<file path="src/rtl/ps2_hex_pkg.sv">
// Shared constants and types for the PS/2 hex readout.
//   PS2_EXT / PS2_BRK : PS/2 extended and break prefix bytes
//   SEG_*             : active-low seven-segment patterns (bit 0 = segment a)
//   key_state_t       : prefix decoder state
package ps2_hex_pkg;

  localparam logic [7:0] PS2_EXT   = 8'hE0;
  localparam logic [7:0] PS2_BRK   = 8'hF0;
  localparam logic [6:0] SEG_BLANK = 7'h7F;
  localparam logic [6:0] SEG_E     = 7'h06;
  localparam logic [6:0] SEG_0     = 7'h40;

  typedef enum logic [1:0] {
    ST_IDLE    = 2'd0,
    ST_EXT     = 2'd1,
    ST_BRK     = 2'd2,
    ST_EXT_BRK = 2'd3
  } key_state_t;

endpackage

</file>
<file path="src/rtl/hex7seg.sv">
// Hex nibble to active-low seven-segment glyph, purely combinational.
//   nibble : value 0..F
//   seg    : segments, bit 0 = a ... bit 6 = g, 0 = lit
module hex7seg (
  input  logic [3:0] nibble,
  output logic [6:0] seg
);

  always_comb begin
    seg = 7'h7F;
    unique case (nibble)
      4'h0: seg = 7'h40;
      4'h1: seg = 7'h79;
      4'h2: seg = 7'h24;
      4'h3: seg = 7'h30;
      4'h4: seg = 7'h19;
      4'h5: seg = 7'h12;
      4'h6: seg = 7'h02;
      4'h7: seg = 7'h78;
      4'h8: seg = 7'h00;
      4'h9: seg = 7'h10;
      4'hA: seg = 7'h08;
      4'hB: seg = 7'h03;
      4'hC: seg = 7'h46;
      4'hD: seg = 7'h21;
      4'hE: seg = 7'h06;
      4'hF: seg = 7'h0E;
    endcase
  end

endmodule

</file>
<file path="src/rtl/ps2_hex_display.sv">
// Seven-segment readout of PS/2 keyboard bytes.
//   CLOCK_50   : system clock, all state on rising edge
//   reset      : synchronous, active-high
//   byte_data  : received PS/2 byte, qualified by byte_valid
//   byte_valid : one-cycle strobe
//   mode       : 0 = RAW byte history, 1 = KEY (current make code)
//   clear      : synchronous clear of history and key state
//   hex_out    : 2*NUM_BYTES active-low digits, digit i at [7i+6:7i], digit 0 rightmost
//   key_down   : a make code is currently held (KEY mode)
//   last_make  : last accepted make code
//   extended   : last_make was E0-prefixed
//
// state      | meaning
// ST_IDLE    | no prefix pending
// ST_EXT     | E0 seen
// ST_BRK     | F0 seen
// ST_EXT_BRK | E0 then F0 seen
module ps2_hex_display
  import ps2_hex_pkg::*;
#(
  parameter int NUM_BYTES = 4
) (
  input  logic                      CLOCK_50,
  input  logic                      reset,
  input  logic [7:0]                byte_data,
  input  logic                      byte_valid,
  input  logic                      mode,
  input  logic                      clear,
  output logic [14*NUM_BYTES-1:0]   hex_out,
  output logic                      key_down,
  output logic [7:0]                last_make,
  output logic                      extended
);

  logic [NUM_BYTES-1:0][7:0] slot_q, slot_d;
  logic [NUM_BYTES-1:0]      slot_vld_q, slot_vld_d;
  key_state_t                state_q, state_d;
  logic                      key_down_q, key_down_d;
  logic [7:0]                last_make_q, last_make_d;
  logic                      extended_q, extended_d;
  logic                      mode_q;
  logic                      flush;

  // A mode flip wipes everything so neither view inherits stale state.
  assign flush = clear | (mode != mode_q);

  always_comb begin
    slot_d      = slot_q;
    slot_vld_d  = slot_vld_q;
    state_d     = state_q;
    key_down_d  = key_down_q;
    last_make_d = last_make_q;
    extended_d  = extended_q;
    if (flush) begin
      slot_d      = '0;
      slot_vld_d  = '0;
      state_d     = ST_IDLE;
      key_down_d  = 1'b0;
      last_make_d = 8'h00;
      extended_d  = 1'b0;
    end else if (byte_valid && !mode) begin
      slot_d     = {slot_q[NUM_BYTES-2:0], byte_data};
      slot_vld_d = {slot_vld_q[NUM_BYTES-2:0], 1'b1};
    end else if (byte_valid) begin
      unique case (state_q)
        ST_IDLE: begin
          if (byte_data == PS2_EXT) begin
            state_d = ST_EXT;
          end else if (byte_data == PS2_BRK) begin
            state_d = ST_BRK;
          end else begin
            last_make_d = byte_data;
            extended_d  = 1'b0;
            key_down_d  = 1'b1;
          end
        end
        ST_EXT: begin
          if (byte_data == PS2_BRK) begin
            state_d = ST_EXT_BRK;
          end else if (byte_data != PS2_EXT) begin
            last_make_d = byte_data;
            extended_d  = 1'b1;
            key_down_d  = 1'b1;
            state_d     = ST_IDLE;
          end
        end
        ST_BRK, ST_EXT_BRK: begin
          // Releases of a key other than the one displayed are ignored.
          if (byte_data == last_make_q && (state_q == ST_EXT_BRK) == extended_q)
            key_down_d = 1'b0;
          state_d = ST_IDLE;
        end
      endcase
    end
  end

  always_ff @(posedge CLOCK_50) begin
    if (reset) begin
      slot_q      <= '0;
      slot_vld_q  <= '0;
      state_q     <= ST_IDLE;
      key_down_q  <= 1'b0;
      last_make_q <= 8'h00;
      extended_q  <= 1'b0;
      mode_q      <= mode;
    end else begin
      slot_q      <= slot_d;
      slot_vld_q  <= slot_vld_d;
      state_q     <= state_d;
      key_down_q  <= key_down_d;
      last_make_q <= last_make_d;
      extended_q  <= extended_d;
      mode_q      <= mode;
    end
  end

  assign key_down  = key_down_q;
  assign last_make = last_make_q;
  assign extended  = extended_q;

  for (genvar i = 0; i < 2*NUM_BYTES; i++) begin : g_dig
    logic [3:0] raw_nib;
    logic [3:0] nib;
    logic [6:0] seg;
    logic [6:0] raw_seg;
    logic [6:0] key_seg;

    assign raw_nib = slot_q[i/2][(i%2)*4 +: 4];
    if (i < 2) begin : g_key_lo
      assign nib     = mode_q ? last_make_q[(i%2)*4 +: 4] : raw_nib;
      assign key_seg = key_down_q ? seg : SEG_BLANK;
    end else if (i < 4) begin : g_key_pfx
      assign nib     = raw_nib;
      assign key_seg = (key_down_q && extended_q) ? ((i == 3) ? SEG_E : SEG_0) : SEG_BLANK;
    end else begin : g_key_off
      assign nib     = raw_nib;
      assign key_seg = SEG_BLANK;
    end

    hex7seg u_hex7seg (
      .nibble (nib),
      .seg    (seg)
    );

    assign raw_seg         = slot_vld_q[i/2] ? seg : SEG_BLANK;
    assign hex_out[7*i +: 7] = mode_q ? key_seg : raw_seg;
  end

endmodule

</file>
<file path="config.mk">
export PLATFORM = sky130hd
export DESIGN_NAME = ps2_hex_display
export DESIGN_NICKNAME = d
export VERILOG_FILES = /design/src/rtl/ps2_hex_pkg.sv /design/src/rtl/hex7seg.sv /design/src/rtl/ps2_hex_display.sv
export SDC_FILE = /design/constraint.sdc
export NUM_CORES = 1
export LEC_CHECK = 0
export BUFFER_PORTS_ARGS = -buffer_cell sky130_fd_sc_hd__buf_4
export CAP_MARGIN = 10
export CORE_ASPECT_RATIO = 1.1
export CORE_UTILIZATION = 35
export DETAILED_ROUTE_END_ITERATION = 6
export PLACE_DENSITY_LB_ADDON = 0.12
export SYNTH_ARGS = -nofsm -noshare
export SYNTH_HDL_FRONTEND = slang
export SYNTH_SLANG_ARGS = --single-unit
</file>
<file path="constraint.sdc">
create_clock -name CLOCK_50 -period 2.6 [get_ports CLOCK_50]
set_clock_uncertainty 0.1 [all_clocks]
set_input_delay 0.39 -clock CLOCK_50 [delete_from_list [all_inputs] [get_ports CLOCK_50]]
set_output_delay 0.39 -clock CLOCK_50 [all_outputs]
set_load 0.01 [all_outputs]
</file>
==> impl_metrics.ini, run 1 <==
[layout]
seqCellArea_um2 = 1828
layout-drive-gt1-share_pct = 30.52
fillers = 1596
postLayoutCoreUtil_pct = 45.53
multi_input_area_um2 = 3771
antenna_cells = 0
area_growth_pct = 27.96
final_common_cell = buf_4
layout_common_cells = 143 x buf_4, 88 x dfxtp_1, 64 x nand2_1
final_nets = 827
fin_area_um2 = 7426

[die]
die_w_um = 124.8
ios = 79
row_count = 49
start_util_pct = 35.58
fp.dieArea_um2 = 17100
chipHeight_um = 137.1
coreArea_um2 = 16310

[sta]
slew_headroom_pct = 30.52
period_needed_ns = 2.633
hold_viol = 0
worst_slack_ns = -0.03255
whs_ns = 0.1461
post-route-period-util_pct = 101.3
drv_slew = 0
setup_violations = 1
rsz0062_at_grt = true
max_slew.worst_pin.slew_ns = 1.029
fmax_mhz = 379.9

[synth]
ys_async_sr_fraction_pct = 0
avgSynthCellArea_um2 = 9.025
ys_ff_latch = 91
yosysSeqAreaShare_pct = 31.39
synthFlopType = dfxtp_1
yosys-top-cells-area = dfxtp_1 31%, ha_1 10%, mux2i_1 7.9%
yosysTopAreaCell = dfxtp_1
yosysWarnings = 0
netlist-cell-type-count = 68
syn_nets = 704
syn-instance-count = 643
synth_top_area_share_pct = 31.39
synth_edf_count = 0
synth_area_um2 = 5803

[drt]
drt_iter0_drc = 262
firstDrtPassIters = 7
drt-wirelength-per-cell_um = 16.05
via_per_inst = 5.244
wl_um = 15630
ant_nets = 0
drc_errors = 12
dr_total_vias = 5108

[power_and_ir_drop]
ir_drop_uv = 286.4
total_power_mw = 2.881
p_leak_nw = 2.886
pwr_density_cell_nw_per_um2 = 387.9

[critical_path]
cp.arrival_ns = 2.14
cp.required_ns = 2.11
ff2ff_setup_slack_ns = 0.09
crit_path_end_kind = output pin
r2r_end = g_dig[3].u_hex7seg.seg[0]$_DFF_P_
crit_path_max_fanout = 6
timing.rr.start = mode_q$_DFF_P_
critical_path_class = reg -> out
cp-start-kind = flop
ff2ff_path_depth = 10

[global_routing]
antenna_found_initial = 0
grt_usage_pct = 18.63
first_global_vias = 4898
grt_max_degree = 27
gr-total-overflow = 0
grt_first_pass_wirelength_um = 25040

[min_path]
min_path_type = in -> reg
min_to = mode_q$_DFF_P_
holdPathStages = 1
hold_path_startpoint = mode

[placement]
gp_congestion = 0.8969
port_buffers = 78
dpl.hpwl_um = 11770
dp_slack_ns = 0.05683
placed_cell_area_um2 = 6927

[cts]
hold_buffers = 0
cts_buffers = 9
cts-root-buf = clkbuf_16
cts.clk_slew.worst_paths_ns = 0.06
clock_latency_ns = 0.36
cts_tree = built
clockBufferDepth = 2
cts_sinks = 91
cts_max_level = 3

[outcome]
status = finished with violations
violations = design-rule violations, negative setup slack

[job]
maxCapViolCount = 0
## cells by family after synthesis
family                   Yosys count  synth area share [%]
AND/OR/NAND/NOR                  206                 17.90
AO/OA/AOI/OAI                    143                 17.87
flip-flops                        91                 31.39
buffers and inverters             71                 6.339
multiplexers                      68                 13.41
adder cells (fa/ha/maj)           48                 10.35
XOR/XNOR                          16                 2.738
## flip-flops by register name (all words and copies together), names as in the netlist
| signal | count |
|---|---|
| key_down | 1 |
| mode_q | 1 |
| g_dig.nib | 24 |
| state_q | 2 |
| slot_vld_q | 4 |
| extended | 1 |
| last_make | 8 |
| g_dig.raw_nib | 8 |
| g_dig.u_hex7seg.seg | 42 |
## worst max-delay path, stage by stage, from the launching register on
cell	delay (ns)
dfxtp_4	0.39
mux2_4	0.36
ha_2	0.22
mux4_2	0.46
or2_4	0.24
buf_6	0.12
## how the worst max path moves through the flow
stage | from | to | slack, ns
final | mode_q$_DFF_P_ | hex_out[3] | -0.03
after global routing | mode_q$_DFF_P_ | hex_out[3] | -0.09
after CTS | mode_q$_DFF_P_ | hex_out[3] | -0.04
after detailed placement | mode_q$_DFF_P_ | hex_out[3] | 0.06
after global placement | mode_q$_DFF_P_ | hex_out[3] | 0.09
after floorplan | clear | g_dig[6].u_hex7seg.seg[0]$_DFF_P_ | 0.002
## metal layers
metal | wire, um | part of all wire (%) | track usage (%)
met1 | 6884 | 44 | 22.39
met2 | 7792 | 50 | 32.80
met3 | 587 | 3.8 | 3.167
met4 | 366 | 2.3 | 8.162
met5 | 0 | 0 | 0
## synth_stat cells (all sizes together) (5+ instances only)
master / count
o221ai: 7
o21ai: 9
a2111oi: 6
dfxtp: 91
inv: 32
nor2: 54
a21oi: 43
a221oi: 5
nand3b: 10
or2: 6
mux2: 16
nand2: 64
nor4b: 6
a211oi: 5
a22o: 5
clkbuf: 11
a31oi: 5
nand4: 6
ha: 48
mux2i: 51
xnor2: 10
xor2: 6
o21a: 11
nor2b: 8
o22ai: 10
buf: 28
nand2b: 36
a32o: 6
## cell type report
class	instances	area share, %
repair buffers	151	15.99
clock inverters	3	0.2022
clock buffers	12	3.319
inverters	32	1.651
multi-input cells	481	50.78
flip-flops and latches	91	24.62
well taps	204	3.437
## power breakdown
part | leakage [nW] | switching, mW | internal [mW]
Combinational | 2.02 | 0.147 | 0.118
Clock | 0.132 | 0.539 | 0.664
Sequential | 0.735 | 0.00983 | 1.40
Total | 2.89 | 0.696 | 2.18
## per-stage QoR
stage,cells,TNS [ns]
2_1_floorplan,643,0
3_3_place_gp,950,0
3_5_place_dp,950,0
4_1_cts,969,-0.04401
5_1_grt,974,-0.3923
6_report,974,-0.03255
## repair_timing
action / 4_1_cts / 5_1_grt
hold endpoints to repair: 0 / 0
gates resized for setup: 24 / 22
buffers inserted: 4 / 4
endpoints found under the setup margin: 10 / 25
pin swaps: 0 / 1
gates cloned: 0 / 1
No activity file was read; power rests on OpenSTA's default activity.
==> inputs of run 2 (changes only) <==
==> constraint.sdc (replaced) <==
create_clock -name CLOCK_50 -period 2.6 [get_ports CLOCK_50]
set_clock_uncertainty 0.1 [all_clocks]
set_input_delay 0.52 -clock CLOCK_50 [delete_from_list [all_inputs] [get_ports CLOCK_50]]
set_output_delay 0.52 -clock CLOCK_50 [all_outputs]
set_load 0.01 [all_outputs]
==> impl_metrics.ini, run 2 (synthesis gave the netlist of run 1 again) <==
[outcome]
status = finished with violations
violations = design-rule violations, negative setup slack

[drt]
via_per_inst = 5.241
drt-wirelength-per-cell_um = 15.97
drc_errors = 10
ant_nets = 0
drt_iter0_drc = 262
wl_um = 15860
firstDrtPassIters = 7
dr_total_vias = 5204

[cts]
clock_latency_ns = 0.35
cts_tree = built
cts-root-buf = clkbuf_16
cts.clk_slew.worst_paths_ns = 0.06
cts_sinks = 91
clockBufferDepth = 2
cts_buffers = 9
cts_max_level = 3

[power_and_ir_drop]
pwr_density_cell_nw_per_um2 = 373.8
ir_drop_uv = 247.1
p_leak_nw = 3.038

[die]
start_util_pct = 35.58
die_w_um = 124.8
fp.dieArea_um2 = 17100
chipHeight_um = 137.1
row_count = 49
ios = 79
coreArea_um2 = 16310

[global_routing]
grt_first_pass_wirelength_um = 25590
grt_max_degree = 30
gr-total-overflow = 0
grt_usage_pct = 18.82
antenna_found_initial = 0
first_global_vias = 5029

[placement]
gp_congestion = 0.8461
dp_cells = 966
dpl.hpwl_um = 11750
port_buffers = 78

[layout]
final_common_cell = buf_4
layout-drive-gt1-share_pct = 34.47
largest_reg_flops = 42
final_cells = 993
final_nets = 846
layout_common_cells = 154 x buf_4, 90 x dfxtp_1, 63 x nand2_1
postLayoutCoreUtil_pct = 47.62
fillers = 1575
antenna_cells = 0
area_growth_pct = 33.83

[critical_path]
crit_path_max_fanout = 4
crit_path_end_kind = output pin
critical_path_class = reg -> out
cp-start-kind = flop
ff2ff_setup_slack_ns = 0.11
ff2ff_path_depth = 11
cp.required_ns = 1.98
r2r_end = g_dig[7].u_hex7seg.seg[5]$_DFF_P_
timing.rr.start = mode_q$_DFF_P_
cp.arrival_ns = 2.13

[sta]
hold_viol = 0
setup_violations = 5
fmax_mhz = 364.2
max_slew.worst_pin.slew_ns = 0.9731
worst_slack_ns = -0.1460
period_needed_ns = 2.746
drv_slew = 0
slew_headroom_pct = 34.30
post-route-period-util_pct = 105.6
rsz0062_at_grt = true

[min_path]
min_to = mode_q$_DFF_P_
holdPathStages = 1
hold_path_startpoint = mode
min_path_type = in -> reg

[job]
maxCapViolCount = 0
[run 2: per-stage QoR]
stage          area, um^2  total power, mW   TNS, ns  setup slack (ns)  hold WS [ns]
3_3_place_gp         7132            1.704  -0.02365          -0.01642        0.3436
3_5_place_dp         7132            1.704  -0.03535          -0.02731        0.3462
2_1_floorplan        5882            1.605  -0.03879          -0.03502        0.3318
4_1_cts              7596            2.929   -0.3306           -0.1676        0.2959
5_1_grt              7766            3.012   -0.8773           -0.1993        0.2969
6_report             7766            2.903   -0.3971           -0.1460        0.3027
[run 2: worst max-delay path by stage]
stage | startpoint | endpoint | slack [ns] | cells past startpoint
2_1_floorplan | mode_q$_DFF_P_ | hex_out[3] | -0.04 | 8
3_3_place_gp | clear | g_dig[3].u_hex7seg.seg[1]$_DFF_P_ | -0.02 | 9
3_5_place_dp | clear | g_dig[3].u_hex7seg.seg[1]$_DFF_P_ | -0.03 | 9
4_1_cts | mode_q$_DFF_P_ | hex_out[3] | -0.17 | 7
5_1_grt | mode_q$_DFF_P_ | hex_out[3] | -0.20 | 7
6_report | mode_q$_DFF_P_ | hex_out[3] | -0.15 | 7
[run 2: what timing repair did]
item                       4_1_cts  5_1_grt
buffers inserted                 6        6
hold buffers                     0        0
setup endpoints to repair       26       37
resized for setup               37       29
pin swaps                        7        6
[run 2: area by class of cell]
type	count	area [um^2]	area share [%]
well taps	204	255.2	3.287
flip-flops and latches	91	1826	23.51
repair buffers	170	1398	18.00
clock buffers	12	246.5	3.174
multi-input cells	481	3901	50.23
clock inverters	3	15.01	0.1933
inverters	32	125.1	1.611
[run 2: per-layer routing]
layer  routed length (um)  share of wire (%)  vias up  GRT usage [%]
met5                    0                  0        -              0
met4                  266                1.7        0          6.790
met3                  522                3.3       17          2.697
met2                 7971                 50       93          33.99
met1                 7099                 45     2531          22.80
li1                     -                  -     2563              -
[run 2: report_power, final]
| group | internal, mW | switching (mW) | leakage, nW | total [mW] |
|---|---|---|---|---|
| Clock | 0.664 | 0.535 | 0.132 | 1.20 |
| Sequential | 1.40 | 0.00866 | 0.734 | 1.41 |
| Combinational | 0.136 | 0.157 | 2.17 | 0.293 |
[run 2: critical path, cell delays in order, from the launching register on]
cell and delay (ns):
dfxtp_4 0.37, mux2i_4 0.19, buf_6 0.13, ha_4 0.25, inv_2 0.03, mux4_2 0.44
or2_4 0.24, buf_6 0.12
